File: config.mk
export PLATFORM = sky130hd
export DESIGN_NAME = seg7_scan_driver
export DESIGN_NICKNAME = d
export VERILOG_FILES = /design/src/rtl/seg7_pkg.sv /design/src/rtl/seg7_hex_dec.sv /design/src/rtl/seg7_scan_driver.sv
export SDC_FILE = /design/constraint.sdc
export NUM_CORES = 1
export LEC_CHECK = 0
export CORE_UTILIZATION = 45
export DETAILED_ROUTE_END_ITERATION = 8
export SLEW_MARGIN = 20
export SYNTH_ARGS = -nofsm -noshare
export SYNTH_HDL_FRONTEND = slang
export SYNTH_SLANG_ARGS = --single-unit
File: constraint.sdc
create_clock -name clk -period 3.9 [get_ports clk]
set_input_delay 0.39 -clock clk [delete_from_list [all_inputs] [get_ports clk]]
set_output_delay 0.39 -clock clk [all_outputs]
set_load 0.05 [all_outputs]
File: src/rtl/seg7_pkg.sv
// Shared definitions for the 7-segment display blocks.
//   SEG_BLANK  : all segments off (active-low segments)
//   HEX_TO_SEG : nibble -> {dp,g,f,e,d,c,b,a}, active-low, dp off
//   an_drive() : map a one-hot "digit on" mask to pin levels for either anode polarity
package seg7_pkg;

    localparam logic [7:0] SEG_BLANK = 8'hFF;

    // Index 15 first: F, E, d, C, b, A, 9 ... 0
    localparam logic [15:0][7:0] HEX_TO_SEG = {
        8'h8E, 8'h86, 8'hA1, 8'hC6, 8'h83, 8'h88, 8'h90, 8'h80,
        8'hF8, 8'h82, 8'h92, 8'h99, 8'hB0, 8'hA4, 8'hF9, 8'hC0
    };

    function automatic logic [7:0] an_drive(input logic [7:0] on_mask, input logic act_low);
        return act_low ? ~on_mask : on_mask;
    endfunction

endpackage

File: src/rtl/seg7_hex_dec.sv
// Combinational hex nibble + decimal point -> active-low segment pattern.
//   nib_i : hex digit 0..F
//   dp_i  : 1 = decimal point lit
//   seg_o : {dp,g,f,e,d,c,b,a}, active-low
module seg7_hex_dec
    import seg7_pkg::*;
(
    input  logic [3:0] nib_i,
    input  logic       dp_i,
    output logic [7:0] seg_o
);

    assign seg_o = {~dp_i, HEX_TO_SEG[nib_i][6:0]};

endmodule

File: src/rtl/seg7_scan_driver.sv
// Time-multiplexed N-digit common-anode 7-segment driver.
// New digits are staged in pending registers and only copied to the
// displayed set at a frame boundary, so a frame never mixes old and new data.
//   clk, rst   : clock, asynchronous active-high reset
//   value      : hex digits, digit 0 in value[3:0]
//   dp_in      : decimal point per digit
//   blink_en   : per-digit blink enable
//   blank_lz   : blank leading zeros (live, not staged)
//   load       : stage value/dp_in/blink_en
//   seg        : registered active-low segments {dp,g..a}
//   an         : registered digit enables, polarity from AN_ACT_LOW
//   frame_tick : one-cycle pulse after the slot index wraps to 0
module seg7_scan_driver
    import seg7_pkg::*;
#(
    parameter int N_DIGITS     = 4,
    parameter int REFRESH_DIV  = 50000,
    parameter int GUARD        = 16,
    parameter int BLINK_FRAMES = 64,
    parameter int AN_ACT_LOW   = 1
) (
    input  logic                    clk,
    input  logic                    rst,
    input  logic [4*N_DIGITS-1:0]   value,
    input  logic [N_DIGITS-1:0]     dp_in,
    input  logic [N_DIGITS-1:0]     blink_en,
    input  logic                    blank_lz,
    input  logic                    load,
    output logic [7:0]              seg,
    output logic [N_DIGITS-1:0]     an,
    output logic                    frame_tick
);

    localparam int CW = (REFRESH_DIV > 1) ? $clog2(REFRESH_DIV) : 1;
    localparam int IW = (N_DIGITS > 1) ? $clog2(N_DIGITS) : 1;
    localparam int BW = $clog2(BLINK_FRAMES) + 1;
    localparam logic                ACT_LOW = (AN_ACT_LOW != 0);
    localparam logic [7:0]          AN_OFF8 = an_drive(8'h00, ACT_LOW);
    localparam logic [N_DIGITS-1:0] AN_OFF  = AN_OFF8[N_DIGITS-1:0];

    logic [CW-1:0]              cnt_q, cnt_d;
    logic [IW-1:0]              idx_q, idx_d;
    logic [N_DIGITS-1:0][3:0]   pend_val_q, pend_val_d, disp_val_q, disp_val_d;
    logic [N_DIGITS-1:0]        pend_dp_q, pend_dp_d, disp_dp_q, disp_dp_d;
    logic [N_DIGITS-1:0]        pend_bl_q, pend_bl_d, disp_bl_q, disp_bl_d;
    logic                       pend_valid_q, pend_valid_d;
    logic [BW-1:0]              bcnt_q, bcnt_d;
    logic                       phase_q, phase_d;
    logic [7:0]                 seg_q, seg_d;
    logic [N_DIGITS-1:0]        an_q, an_d;
    logic                       tick_q, tick_d;

    logic                       slot_end, wrap, guard;
    logic [N_DIGITS-1:0]        lz_blank, an_on;
    logic                       lz_run;
    logic [N_DIGITS-1:0][7:0]   dig_seg;

    assign slot_end = (cnt_q == CW'(REFRESH_DIV - 1));
    assign wrap     = slot_end && (idx_q == IW'(N_DIGITS - 1));
    assign guard    = (cnt_q < CW'(GUARD));

    for (genvar g = 0; g < N_DIGITS; g++) begin : g_dec
        seg7_hex_dec u_dec (
            .nib_i (disp_val_q[g]),
            .dp_i  (disp_dp_q[g]),
            .seg_o (dig_seg[g])
        );
    end

    // Walk from the most significant digit down; a digit is a leading zero
    // while every digit above it (and itself) is zero. Digit 0 is never blanked.
    always_comb begin
        lz_blank = '0;
        lz_run   = blank_lz;
        for (int i = N_DIGITS - 1; i >= 1; i--) begin
            lz_run      = lz_run && (disp_val_q[i] == 4'h0);
            lz_blank[i] = lz_run;
        end
    end

    always_comb begin
        cnt_d        = slot_end ? '0 : cnt_q + 1'b1;
        idx_d        = idx_q;
        if (slot_end) idx_d = wrap ? '0 : idx_q + 1'b1;

        pend_val_d   = pend_val_q;
        pend_dp_d    = pend_dp_q;
        pend_bl_d    = pend_bl_q;
        pend_valid_d = pend_valid_q;
        disp_val_d   = disp_val_q;
        disp_dp_d    = disp_dp_q;
        disp_bl_d    = disp_bl_q;
        bcnt_d       = bcnt_q;
        phase_d      = phase_q;

        if (load) begin
            pend_val_d   = value;
            pend_dp_d    = dp_in;
            pend_bl_d    = blink_en;
            pend_valid_d = 1'b1;
        end

        if (wrap) begin
            // A load coinciding with the boundary is newest, so it bypasses pending.
            if (load) begin
                disp_val_d = value;
                disp_dp_d  = dp_in;
                disp_bl_d  = blink_en;
            end else if (pend_valid_q) begin
                disp_val_d = pend_val_q;
                disp_dp_d  = pend_dp_q;
                disp_bl_d  = pend_bl_q;
            end
            pend_valid_d = 1'b0;

            if (bcnt_q == BW'(BLINK_FRAMES - 1)) begin
                bcnt_d  = '0;
                phase_d = ~phase_q;
            end else begin
                bcnt_d  = bcnt_q + 1'b1;
            end
        end

        an_on        = '0;
        an_on[idx_q] = 1'b1;
        seg_d        = SEG_BLANK;
        an_d         = AN_OFF;
        if (!guard) begin
            an_d = ACT_LOW ? ~an_on : an_on;
            if (phase_q && disp_bl_q[idx_q])
                seg_d = SEG_BLANK;
            else if (lz_blank[idx_q])
                seg_d = {~disp_dp_q[idx_q], 7'h7F};
            else
                seg_d = dig_seg[idx_q];
        end

        tick_d = wrap;
    end

    always_ff @(posedge clk or posedge rst) begin
        if (rst) begin
            cnt_q        <= '0;
            idx_q        <= '0;
            pend_val_q   <= '0;
            pend_dp_q    <= '0;
            pend_bl_q    <= '0;
            pend_valid_q <= 1'b0;
            disp_val_q   <= '0;
            disp_dp_q    <= '0;
            disp_bl_q    <= '0;
            bcnt_q       <= '0;
            phase_q      <= 1'b0;
            seg_q        <= SEG_BLANK;
            an_q         <= AN_OFF;
            tick_q       <= 1'b0;
        end else begin
            cnt_q        <= cnt_d;
            idx_q        <= idx_d;
            pend_val_q   <= pend_val_d;
            pend_dp_q    <= pend_dp_d;
            pend_bl_q    <= pend_bl_d;
            pend_valid_q <= pend_valid_d;
            disp_val_q   <= disp_val_d;
            disp_dp_q    <= disp_dp_d;
            disp_bl_q    <= disp_bl_d;
            bcnt_q       <= bcnt_d;
            phase_q      <= phase_d;
            seg_q        <= seg_d;
            an_q         <= an_d;
            tick_q       <= tick_d;
        end
    end

    assign seg        = seg_q;
    assign an         = an_q;
    assign frame_tick = tick_q;

endmodule

Word-level counts from Yosys, hierarchy flattened --
Memory sizes are Yosys's and may differ from the RTL's. Cells that the tools add are included.
Storage, ports and cells: input port bits 28, memories kept 4, bits in writable memories 0, bits in registers 88, latch bits 0, memory bits (read-only) 512, output and inout port bits 13
Operators by class: bitwise operators 7, shift-type cells 0, multiplexer cells 29, magnitude comparators 7, reductions and logical operators 13, equal/unequal tests 3, div/mod/pow operators 0, $add $sub $neg 3, multiply operators 0
Memory list:
- (no name shown) | words 16, bits a word 8, rd ports 1, clocked after memory_dff 0, write ports 0, line seg7_hex_dec.sv:13 | assign seg_o = {~dp_i, HEX_TO_SEG[nib_i][6:0]};
- (no name shown) | words 16, bits a word 8, rd ports 1, clocked after memory_dff 0, write ports 0, line seg7_hex_dec.sv:13
- (no name shown) | words 16, bits a word 8, rd ports 1, clocked after memory_dff 0, write ports 0, line seg7_hex_dec.sv:13
- (no name shown) | words 16, bits a word 8, rd ports 1, clocked after memory_dff 0, write ports 0, line seg7_hex_dec.sv:13
Operator list (count):
- 2-to-1 mux 16 bit | 3
- 2-to-1 mux 7 bit | 5
- 2-to-1 mux 8 bit | 4
- < comparator 4 x 5 -> 1 bit (second input constant) | 4
- 2-to-1 mux 4 bit | 5
- adder 16 x 1 -> 16 bit (second input constant) | 1
- binary-select mux 8 bit (select 2 bit) | 1
- equality test 16 bit (second input constant) | 1
- < comparator 16 x 5 -> 1 bit (second input constant) | 1
- logical NOT 4 bit | 3
- adder 7 x 1 -> 7 bit (second input constant) | 1
- equality test 7 x 6 -> 1 bit (second input constant) | 1
- binary-select mux 1 bit (select 2 bit) | 3
- logical AND 1 bit | 6
- 2-to-1 mux 1 bit | 6
- NOT 1 bit | 6
- NOT 4 bit | 1
- AND reduction 2 bit | 2
- nonzero test 2 bit | 2
- < comparator 2 x 3 -> 1 bit (second input constant) | 1
- adder 2 x 1 -> 2 bit (second input constant) | 1
- demux 1 bit (select 2 bit) | 1
- equality test 2 bit (second input constant) | 1
- >= comparator 2 x 1 -> 1 bit (second input constant) | 1
- 2-to-1 mux 2 bit | 1

Logic depth before layout (Yosys ltp) --
Gate-level depths: netlist of the first run.
depth in word-level cells 9, depth in mapped cells 6, gate-level depth less buffers 6

Hierarchy --
Synthesis of the first run repeated with hierarchy kept, for this count alone.
Unflattened totals: cell total of the unflattened synthesis 409, area total of the unflattened synthesis 4934.7 um^2
Modules (own cells, without submodules):
- seg7_scan_driver | times used 1, cells an instance 277, area each 3818.7 um^2
- seg7_hex_dec | times used 4, cells an instance 33, area each 279.0 um^2

Worst setup path before layout of the first run --
Ideal clock, no wire load.
path kind reg2reg, start register cnt_q[0], end register disp_bl_q[2], data required time 3775 ps, slack 1923 ps, arrival time 1853 ps, stages on the path, launching flop included 7, setup time 125 ps, path through dfrtp_1 > ha_1 > nand3_1 > or3_4 > nor3_4 > buf_6 > mux2_2
On the way: cells in the longest elaborated chain, start to end 3
Ends and longest elaborated chain:
- start, declared | line seg7_scan_driver.sv:41 | logic [CW-1:0] cnt_q, cnt_d;
- start signal, assigned | line seg7_scan_driver.sv:158 | cnt_q <= cnt_d;
- equality test 16 bit | line seg7_scan_driver.sv:58 | assign slot_end = (cnt_q == CW'(REFRESH_DIV - 1));
- logical AND 1 bit | line seg7_scan_driver.sv:59 | assign wrap = slot_end && (idx_q == IW'(N_DIGITS - 1));
- AND reduction 2 bit (no source line)
- end signal, assigned | line seg7_scan_driver.sv:166 | disp_bl_q <= disp_bl_d;
- end, declared | line seg7_scan_driver.sv:45 | logic [N_DIGITS-1:0] pend_bl_q, pend_bl_d, disp_bl_q, disp_bl_d;
No other way between the ends. A chain may end at the register's enable or synchronous reset.

Final worst setup path of the first run --
start register idx_q[1], end register disp_dp_q[1]
On the way: cells in the longest elaborated chain, start to end 3
Ends and longest elaborated chain:
- start, declared | line seg7_scan_driver.sv:42 | logic [IW-1:0] idx_q, idx_d;
- start signal, assigned | line seg7_scan_driver.sv:159 | idx_q <= idx_d;
- equality test 2 bit | line seg7_scan_driver.sv:59
- logical AND 1 bit | line seg7_scan_driver.sv:59
- AND reduction 2 bit (no source line)
- end signal, assigned | line seg7_scan_driver.sv:165 | disp_dp_q <= disp_dp_d;
- end, declared | line seg7_scan_driver.sv:44 | logic [N_DIGITS-1:0] pend_dp_q, pend_dp_d, disp_dp_q, disp_dp_d;
No other way between the ends.

==> results by group, run 1 <==
Status
  – Status: complete, no violations

Final layout
  – Filler Cell Count: 900
  – Design Area, Final: 5480 um^2
  – Fin util: 0.531
  – Storage cell area: 2220 um^2
  – Area Growth Syn to Fin: 14.0%
  – Total Nets Final: 501
  – Post-route non-filler standard cell count: 582
  – Layout cell share with drive strength beyond 1: 0.235
  – Multi-input logic area: 2400 um^2
  – Antenna cells: 0

Min path
  – Min-Delay Path Class: register to register
  – Hold path cells: 1

Logic synthesis
  – Async set-reset flop share out of synthesis: 1.00
  – Most common cell in the netlist: dfrtp_1
  – Syn Inst Count: 402
  – Main flop type after synthesis: dfrtp_1
  – Sequential share of the synthesized area: 0.461
  – Synth cell types: 61
  – Synth area leader: dfrtp_1
  – Syn Std Cell Area: 4810 um^2
  – Post-synth EDFFs: 0
  – YS warnings: 0
  – Yosys top cell area share: 0.396
  – Most area-consuming cells after synthesis: dfrtp_1 (40%), mux2_2 (13%), ha_1 (8.3%)
  – Post-synth top cells: dfrtp_1 (76), mux2_2 (55), ha_1 (32), nor2_1 (20)
  – Synth Area per Inst: 12.0 um^2
  – Yosys reg bits: 88
  – Mapped Nets: 462

Drt
  – Detail Route Antenna Nets: 0
  – Initial DRC Count: 117
  – # DRC: 0
  – Via density: 5.34
  – First-pass DRT Iterations: 4
  – DR vias: 3105
  – Post-Route WL: 8960 um
  – WL/cell: 15.4 um

Setup path
  – Worst r2r path cells: 5
  – Crit Path Max Fanout: 24
  – Crit. End Element: register
  – Crit path launch type: register
  – Crit path arrival time: 2.45 ns
  – Worst EP required: 4.14 ns
  – Crit Path Class: register to register

CTS
  – CTS Buf Count: 9
  – CTS tree: done
  – H-tree levels: 3
  – Number of hold buffers added after CTS: 0
  – Clock transition at path regs: 0.09 ns
  – Root Buffer Master: clkbuf_8
  – Post-CTS Setup Bufs: 0
  – Clock tree sinks: 88
  – Worst-Skew Late Latency: 0.36 ns
  – Max Root-Sink Buffers: 2
  – Post-CTS Resized: 0

Floorplan
  – Core footprint: 10300 um^2
  – Die area: 11100 um^2
  – Die width: 105 um
  – Die H: 105 um
  – Standard-cell rows: 37
  – Top Ports: 41
  – Initial Util: 0.466

Place
  – Post-DP HPWL: 6340 um
  – Placed Cells: 566
  – IO Port Bufs: 40
  – DP Area: 5300 um^2
  – Pre-CTS WS: 1.49 ns
  – Routability cong.: 0.820

GRT
  – First-pass GRT wire length: 15700 um
  – GRT Max-Usage Layer: met2
  – Initial antenna violation count: 0
  – Met3 usage: 0.0340
  – Met2 track demand over resource: 0.281
  – GR Overflow Total: 0
  – Largest net degree at the start of global routing: 56
  – GRT Overall Usage: 0.179
  – Met1 usage: 0.251
  – Vias in the first global route: 3110

STA
  – Clock skew: 0.0128 ns
  – Final min period: 2.21 ns
  – Setup ws final: 1.69 ns
  – Fmax: 452 MHz
  – Measured slew at the worst slew-check pin: 0.912 ns
  – Final hold vios: 0
  – Final period utilization: 0.567
  – Max-slew violations: 0
  – Final setup vio count: 0
  – TNS Setup: 0 ns
  – RSZ-0062 raised after global routing: no
  – Worst rel slew slack: 0.392

Flow run
  – Max Cap Viol: 0

Power
  – Peak supply drop: 0.141 mV
  – Flop pwr share: 0.562
  – Lkg Pwr: 2.33 nW
  – Cell-internal power: 1.30 mW
  – Clock share of power: 0.332
  – Gate power share: 0.106
  – Switching share of power: 0.254
  – Power Density: 319 nW/um^2
  – NetSw: 0.444 mW
per-stage QoR:
step | power, mW | hold WS [ns]
2_1_floorplan | 1.12 | 0.424
3_3_place_gp | 1.18 | 0.435
3_5_place_dp | 1.19 | 0.443
4_1_cts | 1.77 | 0.455
5_1_grt | 1.83 | 0.471
6_report | 1.75 | 0.454
path summary, 6_finish.rpt:
| path | slack, ns | end | startpoint |
|---|---|---|---|
| max | 1.69 | disp_dp_q[1] | idx_q[1] |
| min | 0.45 | cnt_q[0] | cnt_q[0] |
| min reg2reg | 0.45 | cnt_q[0] | cnt_q[0] |
| max in group asynchronous | 2.55 | an[3] | rst |
| min in group asynchronous | 0.51 | pend_bl_q[3] | rst |
| max reg2reg | 1.69 | disp_dp_q[1] | idx_q[1] |
state kept, by name, summed over array words and instances (netlist names):
| name | cells |
|---|---|
| disp_val_q | 16 |
| cnt_q | 16 |
| an | 4 |
| disp_dp_q | 4 |
| seg | 8 |
| pend_val_q | 16 |
| pend_bl_q | 4 |
| pend_valid_q | 1 |
| disp_bl_q | 4 |
| idx_q | 2 |
| bcnt_q | 7 |
| phase_q | 1 |
| frame_tick | 1 |
| pend_dp_q | 4 |
layout make-up:
cell class	instances	area share
inverters	20	0.0139
repair buffers	44	0.0786
well taps	136	0.0311
clock buffers	11	0.0258
flip-flops and latches	88	0.405
multi-input cells	278	0.438
clock inverters	5	0.00754
worst max-delay path: stages (launching register included):
cell and delay, ns:
dfrtp_1 0.75, ha_1 0.35, nand3_4 0.15, nor3_4 0.14
buf_4 0.33, mux2_2 0.38
layout by cell type (no fill, tap or decap), types with 4 or more instances in the layout:
cell             netlist  routed
nand4_1                4       4
clkbuf_8               0      10
mux2_2                55      55
nand2b_1               4       4
mux2i_1               19      19
nor2b_1                6       6
clkdlybuf4s50_1        0      40
nor3_1                13      13
o21ai_0                7       7
a211oi_1               6       6
mux4_2                 6       6
o22ai_1                4       4
dfrtp_1               76      76
xor2_1                13      13
nand3_1               14      14
o211ai_1               4       4
ha_1                  32      32
a21oi_1                4       4
inv_1                 19      18
dfstp_2               12      12
buf_4                  7       4
nand2_1               18      18
o311ai_0               5       5
or3_1                  4       4
nor2_1                20      20
cells by family after synthesis:
family / after synthesis / synth area share
buffers and inverters: 36 / 0.0388
multiplexers: 81 / 0.199
adder cells (fa/ha/maj): 32 / 0.0833
XOR/XNOR: 15 / 0.0273
flip-flops: 88 / 0.461
AO/OA/AOI/OAI: 48 / 0.0732
AND/OR/NAND/NOR: 102 / 0.117
metal layers:
| layer | vias to the layer above | part of all wire |
|---|---|---|
| met2 | 47 | 0.46 |
| met4 | 0 | 0.012 |
| li1 | 1525 | - |
| met1 | 1524 | 0.49 |
| met5 | - | 0 |
| met3 | 9 | 0.033 |
power by group through the flow:
stage,clock network [mW],logic (mW),registers (mW)
floorplan,0,0.117,1.01
global placement,0,0.186,0.999
detailed placement,0,0.188,1.00
CTS,0.604,0.189,0.982
global route,0.638,0.205,0.989
finish,0.581,0.185,0.982
Note: power is estimated with default switching activity, not from simulation.
==> run 2: changes to the inputs <==
==> constraint.sdc (replaced) <==
create_clock -name clk -period 2.2 [get_ports clk]
set_input_delay 0.22 -clock clk [delete_from_list [all_inputs] [get_ports clk]]
set_output_delay 0.22 -clock clk [all_outputs]
set_load 0.05 [all_outputs]
==> run 2 against run 1 <==
Effect of this change:
- non-clock buffer count increased by 7
- via count rose by 0.87%
- total power rose by 92%
- register-to-register slack worse by 1.5 ns
- routed wire length grew 4.0%
- worst setup slack worse by 1.5 ns
- cell area up 2.5%
- critical endpoint is now disp_bl_q[1]
- largest power group unchanged
- highest routed layer unchanged
==> results by group, run 2 (synthesized netlist as in run 1, its figures left out) <==
Power
  – Power Density: 598 nW/um^2 (+87%)
  – Lkg Pwr: 2.40 nW (+3.0%)
  – Peak supply drop: 0.294 mV (+110%)

Final layout
  – Antenna cells: 0 (unchanged)
  – Fin util: 0.544 (+0.0135)
  – Total Nets Final: 508 (+1.4%)
  – Most frequent cells in the layout: dfrtp_1 (76), mux2_2 (55), clkdlybuf4s50_1 (40), ha_1 (32), nor2_1 (20)
  – Filler Cell Count: 872 (-3.1%)
  – Post-route non-filler standard cell count: 589 (+1.2%)
  – Commonest non-fill, non-tap cell in the layout: dfrtp_1
  – Area Growth Syn to Fin: 16.9%
  – Layout cell share with drive strength beyond 1: 0.247 (+0.0118)
  – Largest registers: cnt_q (16), disp_val_q (16), pend_val_q (16)

GRT
  – First-pass GRT wire length: 16400 um (+4.3%)
  – Initial antenna violation count: 0 (unchanged)
  – Largest net degree at the start of global routing: 58 (+3.6%)
  – Vias in the first global route: 3196 (+2.8%)
  – GR Overflow Total: 0 (unchanged)
  – GRT Overall Usage: 0.188 (+0.00939)

Drt
  – First-pass DRT Iterations: 4 (unchanged)
  – Via density: 5.32 (-0.33%)
  – Post-Route WL: 9310 um (+4.0%)
  – WL/cell: 15.8 um (+2.8%)
  – Initial DRC Count: 128 (+9.4%)
  – Detail Route Antenna Nets: 0 (unchanged)
  – DR vias: 3132 (+0.87%)
  – # DRC: 0 (unchanged)

STA
  – RSZ-0062 raised after global routing: no
  – Final hold vios: 0 (unchanged)
  – Fmax: 487 MHz (+7.7%)
  – Measured slew at the worst slew-check pin: 0.548 ns (-0.364 ns)
  – Max-slew violations: 0 (unchanged)
  – Final min period: 2.05 ns (-0.158 ns)
  – Worst rel slew slack: 0.630 (+0.238)
  – Final setup vio count: 0 (unchanged)
  – Final period utilization: 0.933 (+0.366)
  – TNS Setup: 0 ns (unchanged)
  – Clock skew: 0.0162 ns (+0.00340 ns)

Setup path
  – Crit Path Max Fanout: 24 (unchanged)
  – Crit path launch type: register
  – Crit path arrival time: 2.28 ns (-0.17 ns)
  – Crit Path Class: register to register
  – Crit. End Element: register
  – Worst EP required: 2.43 ns (-1.71 ns)

Floorplan
  – Die area: 11100 um^2 (unchanged)
  – Die H: 105 um (unchanged)
  – Die width: 105 um (unchanged)
  – Core footprint: 10300 um^2 (unchanged)
  – Standard-cell rows: 37 (unchanged)
  – Initial Util: 0.466 (unchanged)
  – Top Ports: 41 (unchanged)

CTS
  – Worst-Skew Late Latency: 0.35 ns (about the same)
  – CTS tree: done
  – CTS Buf Count: 9 (unchanged)
  – Clock tree sinks: 88 (unchanged)
  – Max Root-Sink Buffers: 2 (unchanged)
  – Number of hold buffers added after CTS: 0 (unchanged)
  – Clock transition at path regs: 0.10 ns (about the same)
  – Post-CTS Resized: 0 (unchanged)
  – Root Buffer Master: clkbuf_8
  – H-tree levels: 3 (unchanged)
  – Post-CTS Setup Bufs: 0 (unchanged)

Flow run
  – Max Cap Viol: 0 (unchanged)

Place
  – Post-DP HPWL: 6720 um (+6.1%)
  – IO Port Bufs: 40 (unchanged)
  – Placed Cells: 573 (+1.2%)
  – Routability cong.: 0.809 (-1.3%)

Status
  – Status: complete, no violations

Min path
  – Min-Delay Path Class: input pin to async pin
run 2: area by class of cell:
cell class	instances	area, um^2	area share
Multi-Input combinational cell	278	2410	0.429
Sequential cell	88	2220	0.395
Timing Repair Buffer	51	508	0.0904
Tap cell	136	170	0.0303
Clock buffer	12	155	0.0276
Inverter	20	78.8	0.0140
Clock inverter	4	77.6	0.0138
run 2: worst max-delay path, cell delays in order, from the launching register on:
cell	delay, ns
dfrtp_1	0.38
ha_1	0.21
nand3_1	0.12
or3_4	0.43
nor3_4	0.22
buf_12	0.21
mux2_2	0.35
run 2: per-stage QoR:
| step | setup WS [ns] | cell area (um^2) | power (mW) | hold slack (ns) |
|---|---|---|---|---|
| after floorplan | 0.223 | 4810 | 1.99 | 0.384 |
| after global placement | 0.164 | 5380 | 2.11 | 0.435 |
| after detailed placement | 0.0683 | 5380 | 2.11 | 0.457 |
| after CTS | 0.0735 | 5610 | 3.40 | 0.142 |
| after global routing | 0.0393 | 5620 | 3.51 | 0.179 |
| final | 0.148 | 5620 | 3.36 | 0.151 |
run 2: routing by layer:
layer | track usage | routed length [um] | vias up | part of all wire
li1 | - | - | 1536 | -
met1 | 0.267 | 4540 | 1537 | 0.49
met2 | 0.289 | 4360 | 49 | 0.47
met3 | 0.0365 | 291 | 10 | 0.031
met4 | 0.0634 | 129 | 0 | 0.014
met5 | 0 | 0 | - | 0
run 2: power breakdown:
part,total (mW),internal (mW),switching (mW)
Sequential,1.74,1.69,0.0471
Combinational,0.338,0.174,0.164
Clock,1.28,0.707,0.574
run 2: path summary, 6_finish.rpt:
check / endpoint / start / slack, ns / depth (start not counted)
hold reg to reg: cnt_q[0] / cnt_q[0] / 0.46 / 1
min in group clk: cnt_q[0] / cnt_q[0] / 0.46 / 1
setup / recovery: disp_bl_q[1] / cnt_q[0] / 0.15 / 6
setup reg to reg: disp_bl_q[1] / cnt_q[0] / 0.15 / 6
hold / removal: pend_dp_q[2] / rst / 0.15 / 2
max in group asynchronous: seg[5] / rst / 1.42 / 3
==> run 3: changes to the inputs <==
--- a/config.mk
+++ b/config.mk
@@ -7,6 +7,7 @@
 export LEC_CHECK = 0
 export CORE_UTILIZATION = 45
 export DETAILED_ROUTE_END_ITERATION = 8
+export SETUP_SLACK_MARGIN = 0.4
 export SLEW_MARGIN = 20
 export SYNTH_ARGS = -nofsm -noshare
 export SYNTH_HDL_FRONTEND = slang
==> run 3 against run 2 <==
Effect of this change:
- count of clock-buffer cells in the layout up 1
- global-route usage increased by 1.5 points
- clock skew fell by 0.0047 ns
- cell area up 7.7%
- via count rose by 4.9%
- sequential power about the same
- final cell count is 4.6% higher
- critical path type unchanged
- largest power group unchanged
==> results by group, run 3 (synthesized netlist as in run 1, its figures left out) <==
Setup path
  – Crit path launch: cnt_q[1]
  – Peak per-stage delay on the critical path: 0.38 ns (-0.05 ns)
  – Crit Path Max Fanout: 6 (-75%)
  – Crit. End Element: register
  – Slowest CP cell: or3_4
  – CP cell instances: ha_2 > nand3_2 > or3_4 > nor3_4 > buf_6 > buf_16 > mux2_4
  – Worst path top cell family by delay: simple AND/OR/NAND/NOR gates
  – Crit path arrival time: 2.22 ns (-0.06 ns)
  – Critical path buffers and inverters: 2 (+1)
  – R2R Path Start: cnt_q[1]
  – Crit Path Class: register to register
  – Worst EP required: 2.44 ns (about the same)
  – Crit path launch type: register

CTS
  – Clock transition at path regs: 0.09 ns (about the same)
  – Worst-Skew Late Latency: 0.36 ns (about the same)
  – CTS tree: done
  – Max Root-Sink Buffers: 2 (unchanged)
  – Number of hold buffers added after CTS: 0 (unchanged)
  – CTS Buf Count: 9 (unchanged)
  – Clock tree sinks: 88 (unchanged)
  – H-tree levels: 3 (unchanged)
  – Root Buffer Master: clkbuf_8

Floorplan
  – Top Ports: 41 (unchanged)
  – Standard-cell rows: 37 (unchanged)
  – Die width: 105 um (unchanged)
  – Die H: 105 um (unchanged)
  – Initial Util: 0.466 (unchanged)
  – Core footprint: 10300 um^2 (unchanged)
  – Die area: 11100 um^2 (unchanged)

Power
  – NetSw: 0.776 mW (-1.2%)
  – Cell-internal power: 2.32 mW (-10%)
  – Power Density: 511 nW/um^2 (-14%)
  – Lkg Pwr: 2.59 nW (+7.8%)
  – Peak supply drop: 0.281 mV (-4.6%)
  – Switching share of power: 0.251 (+0.0170)
  – Flop pwr share: 0.563 (+0.045)
  – Clock share of power: 0.323 (-0.059)
  – Gate power share: 0.113 (+0.012)

STA
  – Final min period: 1.97 ns (-0.0776 ns)
  – Clock skew: 0.0114 ns (-0.00473 ns)
  – Fmax: 506 MHz (+3.9%)
  – Final hold vios: 0 (unchanged)
  – RSZ-0062 raised after global routing: yes
  – Final setup vio count: 0 (unchanged)
  – Max-slew violations: 0 (unchanged)
  – Worst rel slew slack: 0.601 (-0.0291)
  – Final period utilization: 0.898 (-0.0353)
  – TNS Setup: 0 ns (unchanged)
  – Measured slew at the worst slew-check pin: 0.598 ns (+0.0493 ns)

Place
  – IO Port Bufs: 40 (unchanged)
  – Routability cong.: 0.833 (+3.0%)
  – DP Area: 5410 um^2 (+0.63%)
  – Post-DP HPWL: 6720 um (about the same)

Drt
  – Post-Route WL: 10600 um (+14%)
  – WL/cell: 17.2 um (+8.9%)
  – DR vias: 3285 (+4.9%)
  – First-pass DRT Iterations: 4 (unchanged)
  – Initial DRC Count: 111 (-13%)
  – Detail Route Antenna Nets: 0 (unchanged)
  – # DRC: 0 (unchanged)
  – Via density: 5.33 (+0.29%)

Final layout
  – Total Nets Final: 535 (+5.3%)
  – Layout cell share with drive strength beyond 1: 0.335 (+0.0882)
  – Largest registers: cnt_q (16), disp_val_q (16), pend_val_q (16)
  – Commonest non-fill, non-tap cell in the layout: dfrtp_1
  – Filler Cell Count: 846 (-3.0%)
  – Antenna cells: 0 (unchanged)
  – Most frequent cells in the layout: dfrtp_1 (65), mux2_2 (30), ha_1 (29), clkdlybuf4s50_1 (28), mux2_4 (26)
  – Area Growth Syn to Fin: 25.9%
  – Fin util: 0.586 (+0.0417)
  – Design Area, Final: 6050 um^2 (+7.7%)

Min path
  – Min-Delay Path Class: input pin to async pin

GRT
  – Vias in the first global route: 3424 (+7.1%)
  – GR Overflow Total: 0 (unchanged)
  – Largest net degree at the start of global routing: 35 (-40%)
  – GRT Overall Usage: 0.203 (+0.0146)
  – Initial antenna violation count: 0 (unchanged)
  – First-pass GRT wire length: 17400 um (+5.9%)

Status
  – Status: complete, no violations

Flow run
  – Max Cap Viol: 0 (unchanged)
## run 3: path summary, 6_finish.rpt
check	slack [ns]	depth (start not counted)	to
setup / recovery	0.23	7	disp_bl_q[1]
hold reg to reg	0.48	1	phase_q
setup reg to reg	0.23	7	disp_bl_q[1]
max in group asynchronous	1.31	3	an[1]
min in group clk	0.48	1	phase_q
hold / removal	0.28	2	bcnt_q[3]
## run 3: worst reg2reg max path, delay by kind of cell (launching register included)
| family | cells | cell delay, ns |
|---|---|---|
| buffers and inverters | 2 | 0.32 |
| muxes | 1 | 0.30 |
| adders and majority gates | 1 | 0.20 |
| DFF | 1 | 0.36 |
| and+or+nand+nor | 3 | 0.68 |
## run 3: metal layers
| metal | GRT usage | wire, um | vias to the layer above |
|---|---|---|---|
| met1 | 0.270 | 4820 | 1631 |
| met2 | 0.327 | 5180 | 56 |
| met5 | 0 | 0 | - |
| li1 | - | - | 1587 |
| met4 | 0.0795 | 172 | 0 |
| met3 | 0.0402 | 430 | 11 |
## run 3: power by group through the flow
stage | clock network [mW] | registers, mW | logic, mW
after detailed placement | 0 | 1.77 | 0.344
after floorplan | 0 | 1.78 | 0.207
after global routing | 1.09 | 1.75 | 0.387
final | 0.999 | 1.74 | 0.351
after global placement | 0 | 1.77 | 0.336
after CTS | 1.03 | 1.74 | 0.341
## run 3: through the flow
stage | std cells | hold WS, ns | setup WS [ns] | total power, mW
final | 616 | 0.276 | 0.225 | 3.09
after global routing | 616 | 0.312 | 0.143 | 3.23
after CTS | 606 | 0.282 | 0.244 | 3.11
after detailed placement | 572 | 0.444 | 0.185 | 2.12
after global placement | 572 | 0.439 | 0.233 | 2.11
after floorplan | 402 | 0.384 | 0.319 | 1.99
## run 3: area by class of cell
cell class | instances | area, um^2 | area share
clock buffers | 13 | 149 | 0.0246
repair buffers | 78 | 831 | 0.137
well taps | 136 | 170 | 0.0281
flip-flops and latches | 88 | 2230 | 0.369
clock inverters | 3 | 17.5 | 0.00290
multi-input cells | 278 | 2570 | 0.425
inverters | 20 | 81.3 | 0.0134
## run 3: what timing repair did
item	4_1_cts	5_1_grt
hold endpoints to repair	0	0
cloned	2	1
gates resized for setup	28	51
buffers inserted	16	9
endpoints found under the setup margin	40	49
pin swaps	3	11
